$ cat src/rtl/kgp_encode_stage_if.sv
// Handshake bundle for the KGP encode stage.
//   in_*   : operand pair, carry-in and user tag offered by the source
//            (valid/ready handshake, in_ready driven by the stage)
//   out_*  : packed kill/propagate/generate vector and its tag presented
//            downstream (valid/ready handshake, out_ready driven by the sink)
//   count  : output FIFO occupancy, 0..DEPTH
// master = source/sink side (testbench or neighbouring stages), slave = stage.
interface kgp_encode_stage_if #(
  parameter int WIDTH = 16,
  parameter int DEPTH = 4,
  parameter int TAGW  = 4
);
  logic                     in_valid;
  logic                     in_ready;
  logic [WIDTH-1:0]         in_a;
  logic [WIDTH-1:0]         in_b;
  logic                     in_cin;
  logic [TAGW-1:0]          in_tag;
  logic                     out_valid;
  logic                     out_ready;
  logic [2*(WIDTH+1)-1:0]   out_kgp;
  logic [TAGW-1:0]          out_tag;
  logic [$clog2(DEPTH):0]   count;

  modport master (
    output in_valid, in_a, in_b, in_cin, in_tag, out_ready,
    input  in_ready, out_valid, out_kgp, out_tag, count
  );

  modport slave (
    input  in_valid, in_a, in_b, in_cin, in_tag, out_ready,
    output in_ready, out_valid, out_kgp, out_tag, count
  );
endinterface

$ cat src/rtl/kgp_encode_stage.sv
// Front stage of the prefix carry network.
// Registers each operand pair already encoded into a (WIDTH+1)-entry
// kill/propagate/generate vector (entry 0 = carry-in, entry i = bit i-1),
// then queues it in a small FIFO whose head register drives the outputs.
// Ports:
//   clk    : rising-edge clock
//   rst_n  : synchronous reset, active-low
//   bus    : kgp_encode_stage_if.slave (in_* handshake, out_* handshake,
//            FIFO occupancy on count)
// Encoding per entry: 00 kill, 01 propagate, 11 generate (10 never produced).
module kgp_encode_stage #(
  parameter int WIDTH = 16,
  parameter int DEPTH = 4,
  parameter int TAGW  = 4
) (
  input  logic               clk,
  input  logic               rst_n,
  kgp_encode_stage_if.slave  bus
);

  localparam int KW = 2 * (WIDTH + 1);
  localparam int PW = $clog2(DEPTH);
  localparam int CW = PW + 1;
  localparam logic [CW-1:0] FULL_C = CW'(DEPTH);
  localparam logic [CW-1:0] ONE_C  = CW'(1);
  localparam logic [PW-1:0] PINC_C = PW'(1);

  // Generate bit = a&b, propagate-or-generate bit = a|b; this yields
  // 11 / 01 / 00 and can never form 10.
  function automatic logic [KW-1:0] kgp_encode(
    input logic [WIDTH-1:0] a,
    input logic [WIDTH-1:0] b,
    input logic             cin
  );
    logic [KW-1:0] v;
    v      = '0;
    v[1:0] = {cin, cin};
    for (int i = 0; i < WIDTH; i++) begin
      v[2*i+3 -: 2] = {a[i] & b[i], a[i] | b[i]};
    end
    return v;
  endfunction

  logic              s1_valid;
  logic [KW-1:0]     s1_kgp;
  logic [TAGW-1:0]   s1_tag;

  logic [KW-1:0]     mem_kgp [DEPTH];
  logic [TAGW-1:0]   mem_tag [DEPTH];
  logic [PW-1:0]     wr_ptr;
  logic [PW-1:0]     rd_ptr;
  logic [PW-1:0]     rd_nxt;
  logic [CW-1:0]     count;
  logic [KW-1:0]     head_kgp;
  logic [TAGW-1:0]   head_tag;

  logic              in_ready;
  logic              out_valid;
  logic              accept;
  logic              pop;
  logic              push;
  logic              not_full;

  // in_ready looks only at registered state, never at out_ready.
  assign not_full  = (count < FULL_C);
  assign in_ready  = ~s1_valid | not_full;
  assign out_valid = (count != '0);
  assign accept    = bus.in_valid & in_ready;
  assign pop       = out_valid & bus.out_ready;
  // A full FIFO still takes s1 when the head leaves in the same cycle.
  assign push      = s1_valid & (not_full | pop);
  assign rd_nxt    = rd_ptr + PINC_C;

  assign bus.in_ready  = in_ready;
  assign bus.out_valid = out_valid;
  assign bus.out_kgp   = head_kgp;
  assign bus.out_tag   = head_tag;
  assign bus.count     = count;

  // ---- stage 1: encode and register the accepted operand pair ----
  always_ff @(posedge clk) begin
    if (!rst_n) begin
      s1_valid <= 1'b0;
    end else if (accept) begin
      s1_valid <= 1'b1;
    end else if (push) begin
      s1_valid <= 1'b0;
    end
  end

  always_ff @(posedge clk) begin
    if (accept) begin
      s1_kgp <= kgp_encode(bus.in_a, bus.in_b, bus.in_cin);
      s1_tag <= bus.in_tag;
    end
  end

  // ---- stage 2: output FIFO storage and pointers ----
  always_ff @(posedge clk) begin
    if (push) begin
      mem_kgp[wr_ptr] <= s1_kgp;
      mem_tag[wr_ptr] <= s1_tag;
    end
  end

  always_ff @(posedge clk) begin
    if (!rst_n) begin
      wr_ptr <= '0;
      rd_ptr <= '0;
      count  <= '0;
    end else begin
      if (push) begin
        wr_ptr <= wr_ptr + PINC_C;
      end
      if (pop) begin
        rd_ptr <= rd_nxt;
      end
      case ({push, pop})
        2'b10:   count <= count + ONE_C;
        2'b01:   count <= count - ONE_C;
        default: count <= count;
      endcase
    end
  end

  // Head register: holds the entry at rd_ptr while the FIFO is non-empty and
  // keeps the last presented value once it drains. When the FIFO is empty,
  // or holds only the entry being popped, the incoming s1 entry is not in
  // mem yet, so it is forwarded straight from s1.
  always_ff @(posedge clk) begin
    if (!rst_n) begin
      head_kgp <= '0;
      head_tag <= '0;
    end else if (pop && (count > ONE_C)) begin
      head_kgp <= mem_kgp[rd_nxt];
      head_tag <= mem_tag[rd_nxt];
    end else if (push && ((count == '0) || (pop && (count == ONE_C)))) begin
      head_kgp <= s1_kgp;
      head_tag <= s1_tag;
    end
  end

endmodule

$ cat src/flat_wrapper.sv
// flat-port wrapper written by rule: the top's interface ports become plain ports
module kgp_encode_stage_flat 
#(
  parameter int WIDTH = 16,
  parameter int DEPTH = 4,
  parameter int TAGW  = 4
)
  (clk, rst_n, bus_in_valid, bus_in_a, bus_in_b, bus_in_cin, bus_in_tag, bus_out_ready, bus_in_ready, bus_out_valid, bus_out_kgp, bus_out_tag, bus_count);
  kgp_encode_stage_if #(.WIDTH(WIDTH), .DEPTH(DEPTH), .TAGW(TAGW)) bus_i ();
  input  logic clk;
  input  logic rst_n;
  input wire logic [$bits(bus_i.in_valid)-1:0] bus_in_valid;
  input wire logic [$bits(bus_i.in_a)-1:0] bus_in_a;
  input wire logic [$bits(bus_i.in_b)-1:0] bus_in_b;
  input wire logic [$bits(bus_i.in_cin)-1:0] bus_in_cin;
  input wire logic [$bits(bus_i.in_tag)-1:0] bus_in_tag;
  input wire logic [$bits(bus_i.out_ready)-1:0] bus_out_ready;
  output wire logic [$bits(bus_i.in_ready)-1:0] bus_in_ready;
  output wire logic [$bits(bus_i.out_valid)-1:0] bus_out_valid;
  output wire logic [$bits(bus_i.out_kgp)-1:0] bus_out_kgp;
  output wire logic [$bits(bus_i.out_tag)-1:0] bus_out_tag;
  output wire logic [$bits(bus_i.count)-1:0] bus_count;
  assign bus_i.in_valid = bus_in_valid;
  assign bus_i.in_a = bus_in_a;
  assign bus_i.in_b = bus_in_b;
  assign bus_i.in_cin = bus_in_cin;
  assign bus_i.in_tag = bus_in_tag;
  assign bus_i.out_ready = bus_out_ready;
  assign bus_in_ready = bus_i.in_ready;
  assign bus_out_valid = bus_i.out_valid;
  assign bus_out_kgp = bus_i.out_kgp;
  assign bus_out_tag = bus_i.out_tag;
  assign bus_count = bus_i.count;
  kgp_encode_stage #(.WIDTH(WIDTH), .DEPTH(DEPTH), .TAGW(TAGW)) u_core (.clk(clk), .rst_n(rst_n), .bus(bus_i));
endmodule
$ cat config.mk
export PLATFORM = sky130hd
export DESIGN_NAME = kgp_encode_stage_flat
export DESIGN_NICKNAME = d
export VERILOG_FILES = /design/src/rtl/kgp_encode_stage_if.sv /design/src/rtl/kgp_encode_stage.sv /design/src/flat_wrapper.sv
export SDC_FILE = /design/constraint.sdc
export NUM_CORES = 1
export LEC_CHECK = 0
export ABC_AREA = 1
export BUFFER_PORTS_ARGS = -buffer_cell sky130_fd_sc_hd__buf_2
export CAP_MARGIN = 25
export CORE_MARGIN = 4
export CORE_UTILIZATION = 54
export DETAILED_ROUTE_END_ITERATION = 10
export PLACE_DENSITY = 0.76
export RECOVER_POWER = 25
export SLEW_MARGIN = 5
export SYNTH_ARGS = -nofsm -noshare
export SYNTH_HDL_FRONTEND = slang
export SYNTH_SLANG_ARGS = --single-unit
$ cat constraint.sdc
create_clock -name clk -period 3.54 [get_ports clk]
set_input_delay 0.885 -clock clk [delete_from_list [all_inputs] [get_ports clk]]
set_output_delay 0.885 -clock clk [all_outputs]
set_load 0.02 [all_outputs]
==> results.sh, run 1 <==
export IMPL_crit_required_ps=2650
export IMPL_timing_hold_worst_start="u_core.wr_ptr[0]"
export IMPL_synth_simple_area_share_pct=25.67
export IMPL_antenna_diode_count=0
export IMPL_cts_buffer_depth=3
export IMPL_critical_path_max_stage_delay_ps=410
export IMPL_min_path_cells=1
export IMPL_antenna_left=0
export IMPL_ctsResizeCount=0
export IMPL_leakage_nw=5.665
export IMPL_final_setup_tns_ps=0
export IMPL_grt_pass1_wl_um=33880
export IMPL_die_x_um=144.4
export IMPL_initialDrtViolationCount=762
export IMPL_gp_congestion=0.8052
export IMPL_totalPowerFinal_w=0.008714
export IMPL_tritoncts="done"
export IMPL_rsz0062_at_grt="no"
export IMPL_report_final_hold_viol_count=0
export IMPL_critical_path_endpoint_type="primary output"
export IMPL_place_detailed_hpwl_um=12500
export IMPL_tritoncts_num_buffers=24
export IMPL_tightest_slew_ps=819.9
export IMPL_synth_top_cells_by_count="sky130_fd_sc_hd__nand2_1 (506), sky130_fd_sc_hd__edfxtp_1 (185), sky130_fd_sc_hd__inv_1 (143)"
export IMPL_status="finished clean"
export IMPL_hold_path_class="reg -> reg"
export IMPL_post_synth_num_cell_types=20
export IMPL_avgViaCountPerCell=5.006
export IMPL_clock_fmax_mhz=400.3
export IMPL_synth_adder_area_share_pct=1.120
export IMPL_vdd_ir_drop_worst_mv=0.4474
export IMPL_fp_coreArea_um2=18150
export IMPL_synth_async_reset_ratio_pct=0
export IMPL_grt_total_usage_pct=20.72
export IMPL_slowest_stage="sky130_fd_sc_hd__dfxtp_1"
export IMPL_rrSetupSlack_ps=1320
export IMPL_timing_reg2reg_worst_path_depth=8
export IMPL_proportion_of_layout_cells_with_a_drive_suffix_above_1_pct=14.88
export IMPL_fillCellCount=1405
export IMPL_postSynthCellCount=1100
export IMPL_die_height_um=144.4
export IMPL_clkLatencyLatePin_ps=510
export IMPL_start_util_pct=55.39
export IMPL_postCtsSetupRepairBufs=0
export IMPL_timing_final_crit_share_pct=70.57
export IMPL_pwr_density_cell_nw_per_um2=750.2
export IMPL_timing_clock_skew_ps=6.918
export IMPL_synth_ff_latch_count=230
export IMPL_final_setup_viol_count=0
export IMPL_ioPinCount=84
export IMPL_placement_rows=49
export IMPL_cts_reportedPaths_clkPinSlew_ps=60
export IMPL_timing_rr_start="u_core.bus.count[0]"
export IMPL_synth_area_um2=10050
export IMPL_largest_family_of_logic_cells_by_synthesized_area="simple AND/OR/NAND/NOR gates"
export IMPL_synth_yosys_warnings=0
export IMPL_layout_nets=1235
export IMPL_synth_mux_area_fraction_pct=0
export IMPL_syn_nets=1150
export IMPL_postCtsHoldBufs=0
export IMPL_timing_worst_setup_path_type="reg -> out"
export IMPL_synth_flop_cell="sky130_fd_sc_hd__edfxtp_1"
export IMPL_synth_enable_flop_cells=185
export IMPL_wire_per_inst_um=14.94
export IMPL_cap_viol_max_count=0
export IMPL_slew_violations=0
export IMPL_clock_sinks=230
export IMPL_critPathArrivalTime_ps=1610
export IMPL_min_delay_worst_endpoint="u_core.wr_ptr[0]"
export IMPL_number_of_drc_violations_after_detailed_routing=0
export IMPL_cts_root_buffer_cell="sky130_fd_sc_hd__clkbuf_16"
export IMPL_regToRegEndpoint="u_core.bus.out_kgp[7]"
export IMPL_timing_critical_path_cells="inv_1 > ha_1 > nand2_2 > buf_2"
export IMPL_grt_max_degree=76
export IMPL_synth_yosys_seq_area_share_pct=64.23
export IMPL_maxSlewHeadroom_pct=45.34
export IMPL_synth_top_area_share_pct=55.27
export IMPL_grt_pass1_vias=6710
export IMPL_finalCriticalPeriod_ps=2498
export IMPL_globalRouteOverflowTotal=0
export IMPL_critPathLaunchType="flip-flop"
export IMPL_synth_compound_area_share_pct=1.046
export IMPL_placed_cell_area_um2=10750
export IMPL_critical_path_peak_fanout=5
export IMPL_worst_setup_path_startpoint="u_core.bus.count[0]"
export IMPL_port_buffers=83
export IMPL_synth_most_common_cell="sky130_fd_sc_hd__nand2_1"
export IMPL_avgSynthCellArea_um2=9.138
export IMPL_yosys_top_cells_area="sky130_fd_sc_hd__edfxtp_1 (55%), sky130_fd_sc_hd__nand2_1 (19%), sky130_fd_sc_hd__dfxtp_1 (9.0%), sky130_fd_sc_hd__inv_1 (5.3%), sky130_fd_sc_hd__nand3_1 (3.8%)"
export IMPL_fp_dieArea_um2=20860
export IMPL_synth_area_leader_cell="sky130_fd_sc_hd__edfxtp_1"
export IMPL_htreeDepth=1
export IMPL_drt_first_pass_iters=5
export IMPL_finalWirelength_um=21400
export IMPL_routed_via_count=7169
export IMPL_fin_area_um2=11610
export IMPL_area_growth_pct=15.55
export IMPL_synth_xor_area_share_pct=0.08713
export IMPL_antenna_violations_before_repair=0
state kept, by name (all words and copies together) (netlist names):
name and flops:
u_core.mem_kgp 132, u_core.bus.out_kgp 33, u_core.s1_kgp 33, u_core.mem_tag 16, u_core.bus.out_tag 4, u_core.s1_tag 4
u_core.bus.count 3, u_core.rd_ptr 2, u_core.wr_ptr 2, u_core.s1_valid 1
cells by family after synthesis:
group | after synthesis
flip-flops | 230
AND/OR/NAND/NOR | 647
AO/OA/AOI/OAI | 18
XOR/XNOR | 1
adder cells (fa/ha/maj) | 9
buffers and inverters | 195
through the flow:
stage,setup WS [ps],instances,hold slack [ps],utilization [%]
after floorplan,71.92,1100,462.6,-
after global placement,750.6,1388,480.2,59.22
after detailed placement,736.3,1388,493.0,59.22
after CTS,1038,1432,511.2,64.00
after global routing,953.3,1432,537.7,64.00
final,1042,1432,514.8,64.00
power breakdown:
group / internal [W] / switching (W)
logic: 0.000821 / 0.00179
registers: 0.00321 / 0.000171
clock network: 0.00169 / 0.00102
total: 0.00573 / 0.00299
critical path, delay by kind of cell, from the launching register on:
kind                       cells  cell delay [ps]
DFF                            1              410
buffers and inverters          2              300
adders and majority gates      1              280
and+or+nand+nor                1              110
placed cells by master (no fill, tap or decap), drive strengths merged:
| cell type | Yosys | final |
|---|---|---|
| buf | 41 | 109 |
| ha | 9 | 9 |
| dfxtp | 45 | 45 |
| a21oi | 10 | 10 |
| nand2 | 509 | 509 |
| inv | 145 | 146 |
| clkinvlp | 0 | 1 |
| xor2 | 1 | 1 |
| edfxtp | 185 | 185 |
| or2 | 16 | 16 |
| clkbuf | 9 | 28 |
| o21ai | 8 | 8 |
| bufinv | 0 | 5 |
| nor2 | 45 | 45 |
| clkinv | 0 | 9 |
| nand3 | 77 | 77 |
worst max-delay path by stage:
stage          depth (start not counted)  slack [ps]                     to
6_report                               4        1040          bus_out_valid
5_1_grt                                4         950          bus_out_valid
4_1_cts                                4        1040          bus_out_valid
3_5_place_dp                           9         740    u_core.bus.count[2]
3_3_place_gp                           9         750    u_core.bus.count[2]
2_1_floorplan                          5          70  u_core.mem_kgp[0][10]
routing by layer:
metal	routed length, um	GRT usage, %	vias to the layer above
met4	501	6.382	0
li1	-	-	3600
met2	10420	35.33	264
met1	8871	27.68	3265
met3	1602	2.976	40
met5	0	0	-
area by class of cell:
cell class / count / area [um2] / area share (%)
Clock buffer: 28 / 656.9 / 5.655
Clock inverter: 16 / 211.5 / 1.821
Inverter: 145 / 544.3 / 4.686
Multi-Input combinational cell: 675 / 2849 / 24.53
Sequential cell: 230 / 6456 / 55.59
Tap cell: 229 / 286.5 / 2.467
Timing Repair Buffer: 109 / 610.6 / 5.257
No activity file was read; power rests on OpenSTA's default activity.
==> run 2: changes to the inputs <==
ABC_AREA = 0   (was 1)
CORE_UTILIZATION = 53   (was 54)
PLACE_DENSITY = 0.75   (was 0.76)
clock period = 2.1 ns   (was 3.54 ns; I/O delays follow)
==> run 2 against run 1 <==
Sequential cell count did not move. Worst hold slack got worse by 320 ps. Synthesized cell count fell by 51%. Register-to-register slack got worse by 1100 ps. Via count fell by 30%. First-iteration DRC count fell by 57%. Largest power group unchanged. Critical path type unchanged.
==> results.sh, run 2 <==
export IMPL_drt_first_pass_iters=5
export IMPL_totalPowerFinal_w=0.01194
export IMPL_clock_fmax_mhz=507.2
export IMPL_rsz0062_at_grt="no"
export IMPL_syn_nets=584
export IMPL_hold_path_class="in -> reg"
export IMPL_ioPinCount=84
export IMPL_final_setup_tns_ps=0
export IMPL_synth_yosys_warnings=0
export IMPL_finalCriticalPeriod_ps=1972
export IMPL_synth_area_leader_cell="sky130_fd_sc_hd__edfxtp_1"
export IMPL_area_growth_pct=16.89
export IMPL_wire_per_inst_um=20.95
export IMPL_synth_enable_flop_cells=185
export IMPL_cts_root_buffer_cell="sky130_fd_sc_hd__clkbuf_16"
export IMPL_final_setup_viol_count=0
export IMPL_clock_sinks=230
export IMPL_postSynthCellCount=534
export IMPL_start_util_pct=53.87
export IMPL_ctsResizeCount=1
export IMPL_yosys_top_cells_area="sky130_fd_sc_hd__edfxtp_1 (62%), sky130_fd_sc_hd__dfxtp_1 (10%), sky130_fd_sc_hd__mux4_2 (9.4%), sky130_fd_sc_hd__nand2_1 (3.3%), sky130_fd_sc_hd__o31ai_1 (3.0%)"
export IMPL_leakage_nw=3.557
export IMPL_timing_final_crit_share_pct=93.89
export IMPL_cts_buffer_depth=3
export IMPL_utilization_pct=62.97
export IMPL_proportion_of_layout_cells_with_a_drive_suffix_above_1_pct=32.25
export IMPL_avgViaCountPerCell=5.816
export IMPL_most_frequent_cells_in_the_layout="sky130_fd_sc_hd__edfxtp_1 (185), sky130_fd_sc_hd__buf_2 (81), sky130_fd_sc_hd__nand2_1 (78), sky130_fd_sc_hd__dfxtp_1 (41)"
export IMPL_port_buffers=83
export IMPL_die_x_um=137.6
export IMPL_gp_congestion=0.7677
export IMPL_initialDrtViolationCount=329
export IMPL_fp_coreArea_um2=16520
export IMPL_placement_rows=47
export IMPL_htreeDepth=1
export IMPL_critPathLaunchType="flip-flop"
export IMPL_place_detailed_hpwl_um=10960
export IMPL_critical_path_peak_fanout=6
export IMPL_clkLatencyLatePin_ps=500
export IMPL_preCtsSetupSlack_ps=102.9
export IMPL_layout_nets=682
export IMPL_synth_flop_cell="sky130_fd_sc_hd__edfxtp_1"
export IMPL_critPathArrivalTime_ps=1450
export IMPL_crit_required_ps=1570
export IMPL_timing_critical_path_cells="inv_1 > ha_2 > nand2b_1 > buf_2"
export IMPL_grt_total_usage_pct=19.80
export IMPL_report_final_hold_viol_count=0
export IMPL_grt_pass1_vias=5252
export IMPL_die_height_um=137.6
export IMPL_slowest_stage="sky130_fd_sc_hd__dfxtp_2"
export IMPL_antenna_left=0
export IMPL_vdd_ir_drop_worst_mv=0.6795
export IMPL_antenna_violations_before_repair=0
export IMPL_place_detailed_instances=827
export IMPL_routed_via_count=5048
export IMPL_cap_viol_max_count=0
export IMPL_critical_path_max_stage_delay_ps=370
export IMPL_globalRouteOverflowTotal=0
export IMPL_layout_commonest_cell="sky130_fd_sc_hd__edfxtp_1"
export IMPL_slew_violations=0
export IMPL_postCtsSetupRepairBufs=0
export IMPL_layout_cells_non_filler=868
export IMPL_synth_async_reset_ratio_pct=0
export IMPL_finalWirelength_um=18180
export IMPL_antenna_diode_count=0
export IMPL_fp_dieArea_um2=18930
export IMPL_largest_register="u_core.mem_kgp"
export IMPL_maxSlewHeadroom_pct=63.71
export IMPL_avgSynthCellArea_um2=16.67
export IMPL_tightest_slew_ps=544.3
export IMPL_timing_worst_setup_path_type="reg -> out"
export IMPL_synth_top_cells_by_count="sky130_fd_sc_hd__edfxtp_1 (185), sky130_fd_sc_hd__nand2_1 (78), sky130_fd_sc_hd__dfxtp_1 (45)"
export IMPL_pwr_density_cell_nw_per_um2=1147
export IMPL_postCtsHoldBufs=0
export IMPL_critical_path_endpoint_type="primary output"
export IMPL_tritoncts="done"
export IMPL_synth_ff_latch_count=230
export IMPL_timing_final_ws_setup_ps=128.3
export IMPL_synth_most_common_cell="sky130_fd_sc_hd__edfxtp_1"
export IMPL_grt_pass1_wl_um=28550
export IMPL_synth_yosys_seq_area_share_pct=72.52
export IMPL_grt_max_degree=38
export IMPL_synth_top_area_share_pct=62.40
export IMPL_status="finished clean"
export IMPL_timing_clock_skew_ps=8.411
export IMPL_tritoncts_num_buffers=23
export IMPL_post_synth_num_cell_types=33
export IMPL_largest_register_ffs=132
export IMPL_synth_area_um2=8902
export IMPL_cts_reportedPaths_clkPinSlew_ps=60
export IMPL_number_of_drc_violations_after_detailed_routing=0
run 2: changes by cell type in the layout (fill, tap and decap cells not counted), moves of 13 or more:
cell	previous run	this run
sky130_fd_sc_hd__mux4_2	0	37
sky130_fd_sc_hd__nor2_1	40	2
sky130_fd_sc_hd__inv_1	142	5
sky130_fd_sc_hd__a31oi_1	0	37
sky130_fd_sc_hd__o31ai_1	0	36
sky130_fd_sc_hd__nand2_1	506	78
sky130_fd_sc_hd__nand3_1	76	1
sky130_fd_sc_hd__and2_1	0	13
run 2: through the flow:
stage | instance area (um2) | hold slack (ps)
floorplan | 8909 | 467.9
global placement | 9657 | 456.0
detailed placement | 9657 | 467.2
CTS | 10410 | 180.2
global route | 10410 | 182.0
finish | 10410 | 198.0
run 2: cell type report:
| cell class | count | area, um2 |
|---|---|---|
| fillers | 1157 | 6118 |
| inverters | 7 | 26.28 |
| clock inverters | 11 | 135.1 |
| clock buffers | 30 | 611.8 |
| well taps | 220 | 275.3 |
| repair buffers | 107 | 693.2 |
| flip-flops and latches | 230 | 6461 |
| multi-input cells | 263 | 2203 |
run 2: cells by family (layout without fill, tap and decap cells):
logic type | count (synthesis) | in the layout | synth area share (%)
AO/OA/AOI/OAI | 83 | 83 | 6.479
adder cells (fa/ha/maj) | 9 | 9 | 1.265
buffers and inverters | 41 | 155 | 2.867
flip-flops | 230 | 230 | 72.52
multiplexers | 38 | 38 | 9.473
XOR/XNOR | 5 | 5 | 0.4919
AND/OR/NAND/NOR | 128 | 128 | 6.901
run 2: power breakdown:
part | switching [W] | internal [W] | leakage [nW]
Sequential | 0.000249 | 0.00533 | 2.06
Combinational | 0.00142 | 0.000882 | 1.12
Clock | 0.00162 | 0.00243 | 0.371
Total | 0.00329 | 0.00865 | 3.56
run 2: worst paths after layout:
| check | start | endpoint | slack (ps) | depth (start not counted) |
|---|---|---|---|---|
| max reg2reg | u_core.bus.count[0] | u_core.bus.count[2] | 180 | 6 |
| max | u_core.bus.count[0] | bus_out_valid | 130 | 4 |
| min | bus_in_tag[3] | u_core.s1_tag[3] | 200 | 1 |
| min reg2reg | u_core.bus.out_kgp[13] | u_core.bus.out_kgp[13] | 470 | 2 |
run 2: layer usage:
layer | up-vias | GRT usage, % | share of wire (%)
met4 | 0 | 5.987 | 2.0
met5 | - | 0 | 0
met2 | 160 | 35.52 | 53
met3 | 31 | 3.433 | 5.9
li1 | 2257 | - | -
met1 | 2600 | 24.57 | 39
run 2: worst max-delay path: cells and delay by family (launching register included):
kind	cells	cell delay, ps
AND/OR/NAND/NOR	1	100
buffers and inverters	2	250
flip-flops	1	370
adder cells (fa/ha/maj)	1	220
